[config.mk]
export PLATFORM = sky130hd
export DESIGN_NAME = pmu_cmd_ctrl
export DESIGN_NICKNAME = d
export VERILOG_FILES = /design/src/rtl/pmu_pkg.sv /design/src/rtl/pmu_idle_timer.sv /design/src/rtl/pmu_cmd_ctrl.sv
export SDC_FILE = /design/constraint.sdc
export NUM_CORES = 1
export LEC_CHECK = 0
export ABC_AREA = 1
export CAP_MARGIN = 20
export CORE_MARGIN = 2
export CORE_UTILIZATION = 54
export DETAILED_ROUTE_END_ITERATION = 8
export PLACE_DENSITY = 0.8
export RECOVER_POWER = 25
export SYNTH_ARGS = -nofsm -noshare
export SYNTH_HDL_FRONTEND = slang
export SYNTH_HIERARCHICAL = 1
export SYNTH_SLANG_ARGS = --single-unit
[constraint.sdc]
create_clock -name clk -period 2.2 [get_ports clk]
set_input_delay 0.33 -clock clk [delete_from_list [all_inputs] [get_ports clk]]
set_output_delay 0.33 -clock clk [all_outputs]
set_load 0.005 [all_outputs]
[src/rtl/pmu_pkg.sv]
// ============================================================================
// Module   : pmu_pkg
// Purpose  : Shared opcodes, FSM encoding and status layout for pmu_cmd_ctrl.
// Revision : 1.0 - initial release
// ============================================================================
`default_nettype none

package pmu_pkg;

    localparam logic [1:0] OP_LEVEL   = 2'b00;
    localparam logic [1:0] OP_SLEEP   = 2'b01;
    localparam logic [1:0] OP_WAKE    = 2'b10;
    localparam logic [1:0] OP_TIMEOUT = 2'b11;

    localparam logic [7:0] PMU_PORT_DEFAULT = 8'h10;

    localparam logic MODE_RUN   = 1'b0;
    localparam logic MODE_SLEEP = 1'b1;

    localparam int STAT_ASLEEP_BIT  = 7;
    localparam int STAT_BUSY_BIT    = 6;
    localparam int STAT_TIMEOUT_MSB = 5;

    typedef enum logic [1:0] {
        ST_AWAKE  = 2'd0,
        ST_ISSUE  = 2'd1,
        ST_SETTLE = 2'd2,
        ST_ASLEEP = 2'd3
    } pmu_state_e;

endpackage

`default_nettype wire

[src/rtl/pmu_idle_timer.sv]
// ============================================================================
// Module   : pmu_idle_timer
// Purpose  : Saturating idle counter with expiry compare for auto-sleep.
// Revision : 1.0 - initial release
// ============================================================================
`default_nettype none

module pmu_idle_timer
    import pmu_pkg::*;
#(
    parameter int TIMEOUT_W = 16
) (
    input  logic                 clk,
    input  logic                 reset,
    input  logic                 enable,
    input  logic                 clear,
    input  logic                 activity,
    input  logic [TIMEOUT_W-1:0] timeout,
    output logic                 expire
);

    logic [TIMEOUT_W-1:0] r_count;
    logic                 w_active;

    assign w_active = enable && (timeout != '0);

    // Any reason not to count also forces the counter back to zero.
    always_ff @(posedge clk) begin
        if (reset || clear || !w_active || activity) begin
            r_count <= '0;
        end else if (r_count != '1) begin
            r_count <= r_count + 1'b1;
        end
    end

    assign expire = w_active && (r_count == timeout);

endmodule

`default_nettype wire

[src/rtl/pmu_cmd_ctrl.sv]
// ============================================================================
// Module   : pmu_cmd_ctrl
// Purpose  : Decodes I/O-port PMU commands into pulses; idle auto-sleep/wake.
// Revision : 1.0 - initial release
// ============================================================================
`default_nettype none

module pmu_cmd_ctrl
    import pmu_pkg::*;
#(
    parameter logic [7:0] PMU_PORT      = PMU_PORT_DEFAULT,
    parameter int         SETTLE_CYCLES = 4,
    parameter int         TIMEOUT_W     = 16
) (
    input  logic       clk,
    input  logic       reset,
    input  logic       io_wr,
    input  logic       io_rd,
    input  logic [7:0] io_addr,
    input  logic [7:0] io_wdata,
    output logic [7:0] io_rdata,
    input  logic       activity,
    input  logic       wake_event,
    output logic       change_level_flag,
    output logic [2:0] change_level,
    output logic       change_power_mode_flag,
    output logic       change_power_mode,
    output logic       asleep,
    output logic       cmd_drop
);

    localparam int SETTLE_W = (SETTLE_CYCLES < 2) ? 1 : $clog2(SETTLE_CYCLES + 1);

    pmu_state_e           r_state, w_state_nxt;
    logic [SETTLE_W-1:0]  r_settle_cnt;
    logic [TIMEOUT_W-1:0] r_timeout;
    logic                 r_last_sleep;
    logic                 w_wr_valid, w_rd_valid, w_expire, w_busy;
    logic                 w_issue, w_drop;
    logic [1:0]           w_op, w_issue_op;
    logic [7:0]           w_status;

    assign w_wr_valid = io_wr && (io_addr == PMU_PORT);
    assign w_rd_valid = io_rd && (io_addr == PMU_PORT);
    assign w_op       = io_wdata[7:6];
    assign w_busy     = (r_state == ST_ISSUE) || (r_state == ST_SETTLE);

    pmu_idle_timer #(
        .TIMEOUT_W (TIMEOUT_W)
    ) u_idle_timer (
        .clk      (clk),
        .reset    (reset),
        .enable   (r_state == ST_AWAKE),
        .clear    (w_wr_valid),
        .activity (activity),
        .timeout  (r_timeout),
        .expire   (w_expire)
    );

    always_comb begin
        w_state_nxt = r_state;
        w_issue     = 1'b0;
        w_issue_op  = OP_LEVEL;
        w_drop      = 1'b0;
        case (r_state)
            ST_AWAKE: begin
                // A write in the expiry cycle takes priority over auto-sleep.
                if (w_wr_valid) begin
                    if (w_op != OP_TIMEOUT) begin
                        w_state_nxt = ST_ISSUE;
                        w_issue     = 1'b1;
                        w_issue_op  = w_op;
                    end
                end else if (w_expire) begin
                    w_state_nxt = ST_ISSUE;
                    w_issue     = 1'b1;
                    w_issue_op  = OP_SLEEP;
                end
            end
            ST_ISSUE: begin
                w_state_nxt = ST_SETTLE;
                w_drop      = w_wr_valid && (w_op != OP_TIMEOUT);
            end
            ST_SETTLE: begin
                w_drop = w_wr_valid && (w_op != OP_TIMEOUT);
                if (r_settle_cnt <= SETTLE_W'(1)) begin
                    w_state_nxt = r_last_sleep ? ST_ASLEEP : ST_AWAKE;
                end
            end
            ST_ASLEEP: begin
                if (wake_event || (w_wr_valid && (w_op == OP_WAKE))) begin
                    w_state_nxt = ST_ISSUE;
                    w_issue     = 1'b1;
                    w_issue_op  = OP_WAKE;
                end else begin
                    w_drop = w_wr_valid && (w_op != OP_TIMEOUT);
                end
            end
            default: w_state_nxt = ST_AWAKE;
        endcase
    end

    always_comb begin
        w_status                              = '0;
        w_status[STAT_ASLEEP_BIT]             = (r_state == ST_ASLEEP);
        w_status[STAT_BUSY_BIT]               = w_busy;
        w_status[STAT_TIMEOUT_MSB -: 6]       = r_timeout[TIMEOUT_W-1 -: 6];
    end

    always_ff @(posedge clk) begin
        if (reset) begin
            r_state                <= ST_AWAKE;
            r_settle_cnt           <= '0;
            r_timeout              <= '0;
            r_last_sleep           <= 1'b0;
            change_level_flag      <= 1'b0;
            change_level           <= 3'b000;
            change_power_mode_flag <= 1'b0;
            change_power_mode      <= MODE_RUN;
            asleep                 <= 1'b0;
            cmd_drop               <= 1'b0;
            io_rdata               <= 8'h00;
        end else begin
            r_state                <= w_state_nxt;
            change_level_flag      <= w_issue && (w_issue_op == OP_LEVEL);
            change_power_mode_flag <= w_issue && (w_issue_op != OP_LEVEL);
            asleep                 <= (w_state_nxt == ST_ASLEEP);
            cmd_drop               <= w_drop;
            io_rdata               <= w_rd_valid ? w_status : 8'h00;

            if (w_issue) begin
                r_last_sleep <= (w_issue_op == OP_SLEEP);
                if (w_issue_op == OP_LEVEL) begin
                    change_level <= io_wdata[2:0];
                end else begin
                    change_power_mode <= (w_issue_op == OP_SLEEP) ? MODE_SLEEP : MODE_RUN;
                end
            end

            if (r_state == ST_ISSUE) begin
                r_settle_cnt <= SETTLE_W'(SETTLE_CYCLES);
            end else if ((r_state == ST_SETTLE) && (r_settle_cnt != '0)) begin
                r_settle_cnt <= r_settle_cnt - 1'b1;
            end

            // Timeout updates are accepted in every state.
            if (w_wr_valid && (w_op == OP_TIMEOUT)) begin
                r_timeout <= {io_wdata[5:0], {(TIMEOUT_W-6){1'b0}}};
            end
        end
    end

endmodule

`default_nettype wire

Yosys cells after proc, flatten, opt, wreduce, memory -nomap -nowiden:

Cells that the tools add are included.

* add/subtract/negate cells: 2
* reductions and logical operators: 27
* mux-type cells: 22
* equality and inequality tests: 11
* $lt $le $gt $ge: 1
* bitwise operators: 2

Operators by type and width (number)
* $mux 2: 9
* $add 16x1->16 const B: 1
* $eq 16x16->1: 1
* $ne 16x16->1 const B: 1
* $reduce_bool 16->1: 1
* $eq 2x2->1 const B: 5
* $logic_and 1x1->1: 10
* $eq 8x5->1 const B: 1
* $pmux 2 s4: 1
* $mux 1: 7
* $mux 3: 2
* $reduce_or 2->1: 3
* $logic_or 1x1->1: 5
* $eq 2x1->1 const B: 2
* $logic_not 2->1: 2
* $pmux 1 s2: 2
* $pmux 2 s2: 1
* $reduce_and 2->1: 2
* $reduce_bool 2->1: 2
* $le 3x1->1 const B: 1
* $reduce_bool 3->1: 1
* $sub 3x1->3 const B: 1
* $ne 2x2->1 const B: 1
* $not 1->1: 2
* $logic_not 1->1: 1

* bits of input ports: 22
* output and inout bits: 16
* logic and storage cells: 78
* flip-flop bits (word level): 44

Depth between registers and ports, before layout:

Gate-level depths: netlist of run 1.

* word-level depth: 9
* mapped depth: 16
* gate-level depth less buffers: 16

Modules after synthesis:

The synthesis of run 1 kept the hierarchy.

Modules (own cells, without submodules)
* pmu_cmd_ctrl: sequential area each 560.5 um^2, times used 1, cells an instance 168, area an instance 1251.2 um^2
* pmu_idle_timer: sequential area each 320.3 um^2, times used 1, cells an instance 207, area an instance 1196.1 um^2

Worst setup path before layout of run 1:

No wires, ideal clock.

* path type: reg-to-reg
* start: register r_state[0]
* end: register change_level[0]
* buffers on the path: 0
* arrival: 1428 ps
* path slack: 659 ps
* period minus slack after synthesis: 1541 ps
* cell stages (with the launch flop): 10
* required time: 2087 ps
* setup time: 113 ps
* path through: dfxtp_1 > inv_1 > ha_1 > nor2_1 > inv_1 > nor2_1 > nand3b_2 > nor2_4 > nor2_1 > nor2_1

* cells in the longest elaborated chain, start to end: 8
* elaborated cells between the ends (all ways): 12
* those cells by class: 1 x eq/ne; 6 x mux; 5 x reduce/logical

Ends and longest elaborated chain
* start, declared: RTL line pmu_cmd_ctrl.sv:34 `pmu_state_e r_state, w_state_nxt;`
* start signal, assigned: RTL line pmu_cmd_ctrl.sv:124 `r_state <= w_state_nxt;`
* $logic_not 2->1: RTL line pmu_cmd_ctrl.sv:53, pmu_cmd_ctrl.sv:65
* $logic_and 1x1->1: RTL line pmu_idle_timer.sv:25 `assign w_active = enable && (timeout != '0);`
* $logic_and 1x1->1: RTL line pmu_idle_timer.sv:36 `assign expire = w_active && (r_count == timeout);`
* $mux 1: RTL line pmu_cmd_ctrl.sv:74 `end else if (w_expire) begin`
* $mux 2: RTL line pmu_cmd_ctrl.sv:68 `if (w_wr_valid) begin`
* $pmux 2 s2: RTL line pmu_cmd_ctrl.sv:65 `case (r_state)`
* $logic_not 2->1: RTL line pmu_cmd_ctrl.sv:133 `if (w_issue_op == OP_LEVEL) begin`
* $reduce_and 2->1 (no line) *
* end signal, assigned: RTL line pmu_cmd_ctrl.sv:134 `change_level <= io_wdata[2:0];`
* end, declared: RTL line pmu_cmd_ctrl.sv:25 `output logic [2:0] change_level,`

Every way passes the cells marked *; elsewhere a longest branch is shown, timed or not.
A chain may end at the register's enable or synchronous reset.

Final worst setup path of run 1:

* start: register u_idle_timer.r_count[13]
* end: register change_level[2]

* cells in the longest elaborated chain, start to end: 7
* elaborated cells between the ends (all ways): 10
* those cells by class: 1 x eq/ne; 6 x mux; 3 x reduce/logical

Ends and longest elaborated chain
* start, declared: RTL line pmu_idle_timer.sv:22 `logic [TIMEOUT_W-1:0] r_count;`
* start signal, assigned: RTL line pmu_idle_timer.sv:32 `r_count <= r_count + 1'b1;`
* $eq 16x16->1 *: RTL line pmu_idle_timer.sv:36
* $logic_and 1x1->1 *: RTL line pmu_idle_timer.sv:36
* via w_expire: RTL line pmu_cmd_ctrl.sv:38 `logic w_wr_valid, w_rd_valid, w_expire, w_busy;`
* $mux 1: RTL line pmu_cmd_ctrl.sv:74
* $mux 2: RTL line pmu_cmd_ctrl.sv:68
* $pmux 2 s2: RTL line pmu_cmd_ctrl.sv:65
* $logic_not 2->1: RTL line pmu_cmd_ctrl.sv:133
* $reduce_and 2->1 (no line) *

The timed path passes the listed nets; every way through them passes the cells marked *.

==> results of run 1 <==
-- cell usage after synthesis --
library cell | instances | area [um^2]
dfxtp_1 | 44 | 881
nor3_1 | 3 | 15.0
nor2_1 | 75 | 282
nand2_2 | 3 | 18.8
nand3b_1 | 2 | 15.0
inv_2 | 3 | 11.3
nand3_1 | 18 | 90.1
o21ai_0 | 17 | 85.1
nand3_2 | 2 | 20.0
nor2_4 | 3 | 33.8
nand4_1 | 8 | 50.1
nor2_2 | 2 | 12.5
buf_2 | 2 | 10.0
o21ai_1 | 3 | 15.0
xor2_1 | 10 | 87.6
clkbuf_1 | 2 | 7.51
a21oi_1 | 19 | 95.1
nand2_4 | 1 | 11.3
ha_1 | 8 | 100
inv_1 | 57 | 214
xnor2_1 | 4 | 35.0
nand2_1 | 86 | 323
nor2_8 | 1 | 20.0
nand3b_2 | 1 | 11.3
conb_1 | 1 | 3.75
-- routing by layer --
| metal | vias to the layer above | share of wire, % | track usage [%] |
|---|---|---|---|
| met3 | 15 | 4.7 | 5.77 |
| met2 | 60 | 50 | 44.7 |
| met4 | 0 | 2.7 | 10.1 |
| met1 | 1087 | 43 | 28.0 |
| met5 | - | 0 | 0 |
| li1 | 1263 | - | - |
-- cell type report --
cell class | instances | area, um^2
flip-flops and latches | 44 | 881
clock buffers | 6 | 72.6
inverters | 60 | 225
clock inverters | 1 | 5.00
fillers | 389 | 1310
repair buffers | 41 | 400
multi-input cells | 289 | 1400
well taps | 52 | 65.1
-- layout by cell type (no fill, tap or decap) --
master and n:
nand3b_1 2, o21ai_1 3, clkbuf_8 5, dlygate4sd3_1 12
clkbuf_1 1, a21oi_1 19, nor2_8 1, nor2_4 2
nand3_1 18, inv_1 57, nor3_1 3, nor2_1 76
clkdlybuf4s50_1 25, nand2_2 3, xor2_1 10, nand3_2 2
xnor2_1 4, conb_1 23, o21ai_0 17, nand2_1 86
clkinv_2 1, inv_2 3, nand2_4 1, nand3b_2 1
nor2_2 2, buf_4 4, ha_1 8, dfxtp_1 44
nand4_1 8
-- flip-flops by register name, indices dropped and copies added, names as in the netlist --
name,cells
r_state,2
change_power_mode,1
r_timeout,6
change_power_mode_flag,1
change_level_flag,1
asleep,1
u_idle_timer/r_count,16
io_rdata,8
r_settle_cnt,3
change_level,3
cmd_drop,1
r_last_sleep,1
-- logic make-up (layout without fill, tap and decap cells) --
| group | after synthesis | in the layout | share of synthesized area [%] |
|---|---|---|---|
| buf+inv | 64 | 108 | 9.92 |
| xor+xnor | 14 | 14 | 5.01 |
| fa+ha+maj | 8 | 8 | 4.09 |
| flops | 44 | 44 | 36.0 |
| simple gates | 205 | 205 | 36.9 |
| other cells | 1 | 23 | 0.153 |
| compound gates | 39 | 39 | 7.98 |
-- power groups by stage --
stage	logic, mW	clock network (mW)	registers, mW
floorplan	0.0753	0	0.824
global placement	0.135	0	0.825
detailed placement	0.139	0	0.825
CTS	0.141	0.495	0.807
global route	0.161	0.537	0.808
finish	0.142	0.484	0.807
-- worst max-delay path, delay by kind of cell, from the launching register on --
family	cells	cell delay (ns)
and+or+nand+nor	13	1.13
DFF	1	0.41
buffers and inverters	3	0.24
-- path summary, 6_finish.rpt --
| check | startpoint | end | slack [ns] | cells after the start |
|---|---|---|---|---|
| setup / recovery | u_idle_timer/r_count[13]$_SDFFE_PP0P_ | change_level[2]$_SDFFE_PP0P_ | 0.35 | 16 |
| hold / removal | r_timeout[15]$_SDFFE_PP0P_ | io_rdata[5]$_SDFF_PP0_ | 0.50 | 2 |
| setup reg to reg | u_idle_timer/r_count[13]$_SDFFE_PP0P_ | change_level[2]$_SDFFE_PP0P_ | 0.35 | 16 |
| hold reg to reg | r_timeout[15]$_SDFFE_PP0P_ | io_rdata[5]$_SDFF_PP0_ | 0.50 | 2 |
-- stage by stage --
stage | util, % | std cells
6_report | 70.0 | 493
5_1_grt | 70.0 | 493
4_1_cts | 70.2 | 493
3_5_place_dp | 68.4 | 486
3_3_place_gp | 68.4 | 486
2_1_floorplan | - | 397
==> results.toml, run 1 <==
[worst_setup_path]
crit_path_top_delay_cell = "dfxtp_1"
path_max_fanout = 5
path_class = "flop to flop"
cp-start-kind = "flop"
crit_chain = "inv_1 > nand2_1 > nand2_1 > nor2_1 > nand2_1 > nor2_1 > nand2_1 > nor2_1 > inv_1 > nand2_2 > nand2_2 > nor2_4 > inv_2 > nor2_4 > nor2_1 > nor2_1"
slowest_delay_ns = 0.41
critPathCaptureType = "flop"
crit_top_cell = "nor2_1"
critPathRequiredTime_ns = 2.43
cp.arrival_ns = 2.09

[routing]
vias = 2425
first_iter_violations = 146
wl_um = 5700
ant_nets = 0
avgRoutedWirePerCell_um = 11.6
dr.pass1.iters = 4
viasPerCell = 4.92
drc = 0

[sta]
finalMaxSlewViolations = 0
rsz0062_at_grt = "no"
period_share_pct = 84.3
setup_viol = 0
fin_ws_ns = 0.346
hold_ws_ns = 0.496
finalCriticalPeriod_ns = 1.85
fmax_ghz = 0.539
tns_ns = 0
finalHoldViolCount = 0
skew_ns = 0.0108

[outcome]
status = "finished clean"

[clocking]
cts_made_buffers = 5
worst_skew_pair.late_latency_ns = 0.30
cts.reportedPaths.clkPinSlew_ns = 0.08
h-tree-depth = 2
clkSinkCount = 44
cts.hold.buffers_added = 0
cts-root-buf = "clkbuf_8"
cts_setup_buffers = 0
cts_tree = "built"
cts_buffer_depth = 2
cts_resized = 0

[floorplan]
die-area_mm2 = 0.00509
fp-row-count = 24
core_mm2 = 0.00435
die_h_um = 71.3
start_util_pct = 56.2
io_pins = 38
dieWidth_um = 71.3

[grt]
grt-ovfl-total = 0
grt_first_pass_wirelength_um = 10100
grt_pass1_vias = 2405
antenna_found_initial = 0
grt_max_degree = 14
grt_util_all_layers_pct = 24.8

[yosys]
seq_area_frac_synth_pct = 36.0
synth_warnings = 6
synth_area_per_cell_um2 = 6.53
syn-cell-area_mm2 = 0.00245
synth_seq_cells = 44
syn_inst = 375
netlist-cell-type-count = 25

[layout]
design_area_mm2 = 0.00305
synthToLayoutAreaGrowth_pct = 24.5
antenna_cells = 0
fin_nets = 471
drive_gt1_share_pct = 5.67

[place]
gp_congestion = 0.885
dp_slack_ns = 0.320
numPortBuffers = 37
place_hpwl_um = 4470
dpl_cell_area_mm2 = 0.00298

[pwr]
p_total_mw = 1.43
power_leakage_nw = 1.44
p_clk_share_pct = 33.8
switching_power_mw = 0.350
seq_power_share_pct = 56.3
sw_frac_of_total_pct = 24.4
powerDensity_mw_per_mm2 = 470
internal_power_mw = 1.08
combinationalPowerShare_pct = 9.9
peakVddDrop_mv = 0.300

[run]
cap_violations = 0

[min_path]
hold_path.class = "flop to flop"
(Power assumes the default switching activity.)
==> run 2, diff against run 1 <==
Clock period 2.2 ns to 1.9 ns, I/O delays scaled along.
==> run 2 against run 1 <==
Against the previous run:
- core utilization is 3.0 points higher
- final area is 4.3% higher
- non-clock buffer count is 8 higher
==> results.toml, run 2 (synthesized netlist as in run 1, its figures left out) <==
[floorplan]
die-area_mm2 = 0.00509
start_util_pct = 56.2
core_mm2 = 0.00435
dieWidth_um = 71.3
die_h_um = 71.3
fp-row-count = 24
io_pins = 38

[grt]
grt_pass1_vias = 2378
grt_max_degree = 16
grt_util_all_layers_pct = 24.5
grt_first_pass_wirelength_um = 10000
antenna_found_initial = 0
grt-ovfl-total = 0

[worst_setup_path]
path_max_fanout = 4
crit_chain = "inv_1 > nand2_1 > nand2_1 > nor2_1 > nand2_1 > nor2_1 > nand2_1 > nor2_1 > inv_1 > nand2_2 > nand2_2 > nor2_4 > buf_4 > nand4_1 > nand2_1 > nor2_1"
cp-start-kind = "flop"
critPathCaptureType = "flop"
critPathRequiredTime_ns = 2.10
slowest_delay_ns = 0.37
crit_top_cell = "nand2_1"
ff2ff_path_depth = 16
path_class = "flop to flop"
crit_path_top_delay_cell = "dfxtp_2"
cp.arrival_ns = 1.97

[run]
cap_violations = 0

[routing]
drc = 0
viasPerCell = 4.90
first_iter_violations = 126
vias = 2460
avgRoutedWirePerCell_um = 11.4
ant_nets = 0
wl_um = 5710
dr.pass1.iters = 5

[min_path]
whs_path_depth = 2
hold_path.class = "flop to flop"

[layout]
drive_gt1_share_pct = 11.3
layout_commonest_cell = "nand2_1"
fin_nets = 479
design_area_mm2 = 0.00318
layout.cells.non_filler = 502
largest_reg_flops = 16
synthToLayoutAreaGrowth_pct = 29.9
antenna_cells = 0
regMostFlops = "u_idle_timer/r_count"
fillers = 352
top_regs = "u_idle_timer/r_count (16), io_rdata (8), r_timeout (6)"
layout_common_cells = "nand2_1 (86), nor2_1 (72), inv_1 (56)"

[sta]
fmax_ghz = 0.567
tns_ns = 0
finalHoldViolCount = 0
skew_ns = 0.00707
finalCriticalPeriod_ns = 1.76
period_share_pct = 92.8
setup_viol = 0
finalMaxSlewViolations = 0
hold_ws_ns = 0.487

[clocking]
cts.reportedPaths.clkPinSlew_ns = 0.09
cts_made_buffers = 5
cts.hold.buffers_added = 0
h-tree-depth = 2
clkSinkCount = 44
cts-root-buf = "clkbuf_8"
cts_tree = "built"
worst_skew_pair.late_latency_ns = 0.30
cts_buffer_depth = 2

[pwr]
power_leakage_nw = 1.50
peakVddDrop_mv = 0.494
p_total_mw = 1.84
powerDensity_mw_per_mm2 = 580

[place]
numPortBuffers = 37
dpl_cell_area_mm2 = 0.00303
dp.cells = 493
place_hpwl_um = 4370
gp_congestion = 0.890

[outcome]
status = "finished clean"
[run 2: cell types whose count changed in the layout (fill, tap and decap cells not counted), sizes merged]
cell	previous run	this run
buf	4	12
clkinv	1	0
clkinvlp	0	1
inv	60	61
clkbuf	6	5
bufinv	0	1
[run 2: final cells by class]
| type | instances | area (um^2) | share of cell area (%) |
|---|---|---|---|
| Clock buffer | 5 | 68.8 | 2.16 |
| Multi-Input combinational cell | 289 | 1410 | 44.5 |
| Tap cell | 52 | 65.1 | 2.05 |
| Timing Repair Buffer | 49 | 460 | 14.5 |
| Sequential cell | 44 | 900 | 28.3 |
| Inverter | 60 | 225 | 7.08 |
| Clock inverter | 3 | 46.3 | 1.46 |
[run 2: layer usage]
layer / routed length (um) / vias up / GRT usage [%]
met3: 248 / 12 / 4.64
met5: 0 / - / 0
met2: 2900 / 71 / 43.6
li1: - / 1282 / -
met1: 2430 / 1095 / 27.9
met4: 123 / 0 / 11.7
[run 2: final timing paths]
check	from	endpoint	slack, ns
max	u_idle_timer/r_count[14]$_SDFFE_PP0P_	change_level[2]$_SDFFE_PP0P_	0.14
min	r_timeout[13]$_SDFFE_PP0P_	io_rdata[3]$_SDFF_PP0_	0.49
max reg2reg	u_idle_timer/r_count[14]$_SDFFE_PP0P_	change_level[2]$_SDFFE_PP0P_	0.14
min reg2reg	r_timeout[13]$_SDFFE_PP0P_	io_rdata[3]$_SDFF_PP0_	0.49
[run 2: through the flow]
| stage | setup WS, ns | util (%) |
|---|---|---|
| after floorplan | 0.359 | - |
| after global placement | 0.00420 | 69.6 |
| after detailed placement | -0.0267 | 69.6 |
| after CTS | 0.0792 | 72.2 |
| after global routing | -0.00276 | 73.0 |
| final | 0.136 | 73.0 |
[run 2: critical path, delay by kind of cell (launching register included)]
| kind | cells | cell delay [ns] |
|---|---|---|
| buffers and inverters | 3 | 0.25 |
| flip-flops | 1 | 0.37 |
| AND/OR/NAND/NOR | 13 | 1.04 |
[run 2: where the power goes]
part / leakage (nW) / internal, mW / switching [mW] / total (mW)
logic: 1.08 / 0.0820 / 0.0896 / 0.172
clock network: 0.0548 / 0.396 / 0.343 / 0.739
registers: 0.361 / 0.924 / 0.00715 / 0.931
[run 2: repair_timing]
item                       4_1_cts  5_1_grt
setup buffers                    0        1
setup endpoints to repair        0        5
resized for setup                0       17
==> run 3, diff against run 2 <==
Settings changed: CELL_PAD_IN_SITES_DETAIL_PLACEMENT set to 1, CELL_PAD_IN_SITES_GLOBAL_PLACEMENT set to 2, CORE_UTILIZATION 54 to 29, PLACE_DENSITY 0.8 to unset, PLACE_DENSITY_LB_ADDON set to 0.1.
==> run 3 against run 2 <==
Against the previous run:
- worst hold slack got worse by 0.0092 ns
- worst setup slack got worse by 0.013 ns
- highest routed layer unchanged
- register-to-register slack hardly changed
- sequential power is 0.5% lower
- critical path depth fell by 2
- die area grew 81%
- core utilization shrank 32 points
- maximum frequency decreased by 0.72%
- wire length up 24%
- cell count rose by 13%
- via count up 0.45%
==> results.toml, run 3 (synthesized netlist as in run 1, its figures left out) <==
[floorplan]
core_mm2 = 0.00822
die_h_um = 95.9
die-area_mm2 = 0.00919
fp-row-count = 33
io_pins = 38
dieWidth_um = 95.9
start_util_pct = 29.8

[routing]
wirelength_met1_um = 3020
vias = 2471
wl_um = 7100
highest_layer = "met4"
ant_nets = 0
first_iter_violations = 67
drc = 0
viasPerCell = 4.34
wl_met3_um = 161
avgRoutedWirePerCell_um = 12.5
dr.pass1.iters = 6
met2_length_um = 3820

[clocking]
cts.reportedPaths.clkPinSlew_ns = 0.09
cts_tree = "built"
worst_skew_pair.late_latency_ns = 0.31
cts_buffer_depth = 2
cts_made_buffers = 5
h-tree-depth = 2
cts.hold.buffers_added = 0
clkSinkCount = 44
cts-root-buf = "clkbuf_8"

[pwr]
p_clk_share_pct = 40.5
sw_frac_of_total_pct = 24.6
powerDensity_mw_per_mm2 = 549
power_leakage_nw = 1.54
combinationalPowerShare_pct = 9.7
internal_power_mw = 1.40
peakVddDrop_mv = 0.248
seq_power_share_pct = 49.8
switching_power_mw = 0.459

[worst_setup_path]
path_class = "flop to flop"
cp-start-kind = "flop"
critPathCaptureType = "flop"
critPathRequiredTime_ns = 2.15
cp.arrival_ns = 2.03
path_max_fanout = 5

[sta]
setup_viol = 0
finalMaxSlewViolations = 0
period_share_pct = 93.5
rsz0062_at_grt = "yes"
fin_ws_ns = 0.123
skew_ns = 0.00816
finalCriticalPeriod_ns = 1.78
finalHoldViolCount = 0
fmax_ghz = 0.563

[grt]
grt_first_pass_wirelength_um = 12000
grt_max_degree = 16
grt-ovfl-total = 0
antenna_found_initial = 0
grt_pass1_vias = 2580
grt_util_all_layers_pct = 17.2

[layout]
regMostFlops = "u_idle_timer/r_count"
fin_nets = 493
drive_gt1_share_pct = 15.5
top_regs = "u_idle_timer/r_count (16), io_rdata (8), r_timeout (6)"
layout_common_cells = "nand2_1 (86), nor2_1 (72), inv_1 (55)"
synthToLayoutAreaGrowth_pct = 38.4
fin_util_pct = 41.2
largest_reg_flops = 16
fillers = 1060
design_area_mm2 = 0.00339
layout_commonest_cell = "nand2_1"
antenna_cells = 0

[place]
dpl_cell_area_mm2 = 0.00317
numPortBuffers = 37
place_hpwl_um = 5800
dp_slack_ns = -0.0689
gp_congestion = 0.806

[outcome]
status = "finished clean"

[run]
cap_violations = 0

[min_path]
hold_path.class = "flop to flop"
## run 3: cell count changes in the layout (fill, tap and decap cells not counted), sizes merged
cell,previous run,this run
clkbuf,5,6
dlygate4sd3,12,4
buf,12,25
clkdlybuf4s50,25,33
## run 3: worst paths after layout
check / startpoint / endpoint / slack, ns / cells after the start
max: u_idle_timer/r_count[9]$_SDFFE_PP0P_ / change_level[0]$_SDFFE_PP0P_ / 0.12 / 14
min: change_level[2]$_SDFFE_PP0P_ / change_level[2]$_SDFFE_PP0P_ / 0.48 / 2
min reg2reg: change_level[2]$_SDFFE_PP0P_ / change_level[2]$_SDFFE_PP0P_ / 0.48 / 2
max reg2reg: u_idle_timer/r_count[9]$_SDFFE_PP0P_ / change_level[0]$_SDFFE_PP0P_ / 0.12 / 14
## run 3: final cells by class
type                    instances  area [um^2]  area share, %
multi-input cells             289         1440           42.4
flip-flops and latches         44          916           27.0
repair buffers                 63          562           16.6
inverters                      60          225           6.65
well taps                     105          131           3.88
clock buffers                   5         68.8           2.03
clock inverters                 3         46.3           1.37
## run 3: layer usage
| layer | up-vias | track usage (%) |
|---|---|---|
| li1 | 1304 | - |
| met1 | 1136 | 19.2 |
| met2 | 25 | 32.5 |
| met3 | 6 | 3.37 |
| met4 | 0 | 5.12 |
| met5 | - | 0 |
## run 3: critical path, cell delays in order (launching register included)
cell and delay (ns):
dfxtp_4 0.37, xor2_2 0.14, nor2_2 0.11, nand2_1 0.07
nor2_2 0.15, nand2_1 0.08, nor2_1 0.11, inv_1 0.06
nand2_2 0.08, nand2_2 0.07, nor2_4 0.16, inv_2 0.08
nor2_4 0.12, nor2_1 0.06, nor2_1 0.07
## run 3: repair_timing
item	in CTS	in global routing
setup endpoints to repair	0	9
buffers inserted	0	5
endpoints found under the hold margin	0	0
gates resized for setup	0	30
## run 3: power by group through the flow
stage               Sequential (mW)  Clock [mW]  Combinational (mW)
finish                        0.926       0.754               0.181
global placement              0.956           0               0.174
floorplan                     0.954           0              0.0871
CTS                           0.935       0.789               0.177
global route                  0.927       0.827               0.208
detailed placement            0.956           0               0.177
## run 3: per-stage QoR
stage / hold WS [ns] / total power [mW] / setup TNS (ns) / std cells
2_1_floorplan: 0.354 / 1.04 / 0 / 397
3_5_place_dp: 0.480 / 1.13 / -0.645 / 556
5_1_grt: 0.507 / 1.96 / -0.0758 / 569
4_1_cts: 0.496 / 1.90 / 0 / 564
3_3_place_gp: 0.475 / 1.13 / -0.0131 / 556
6_report: 0.478 / 1.86 / 0 / 569
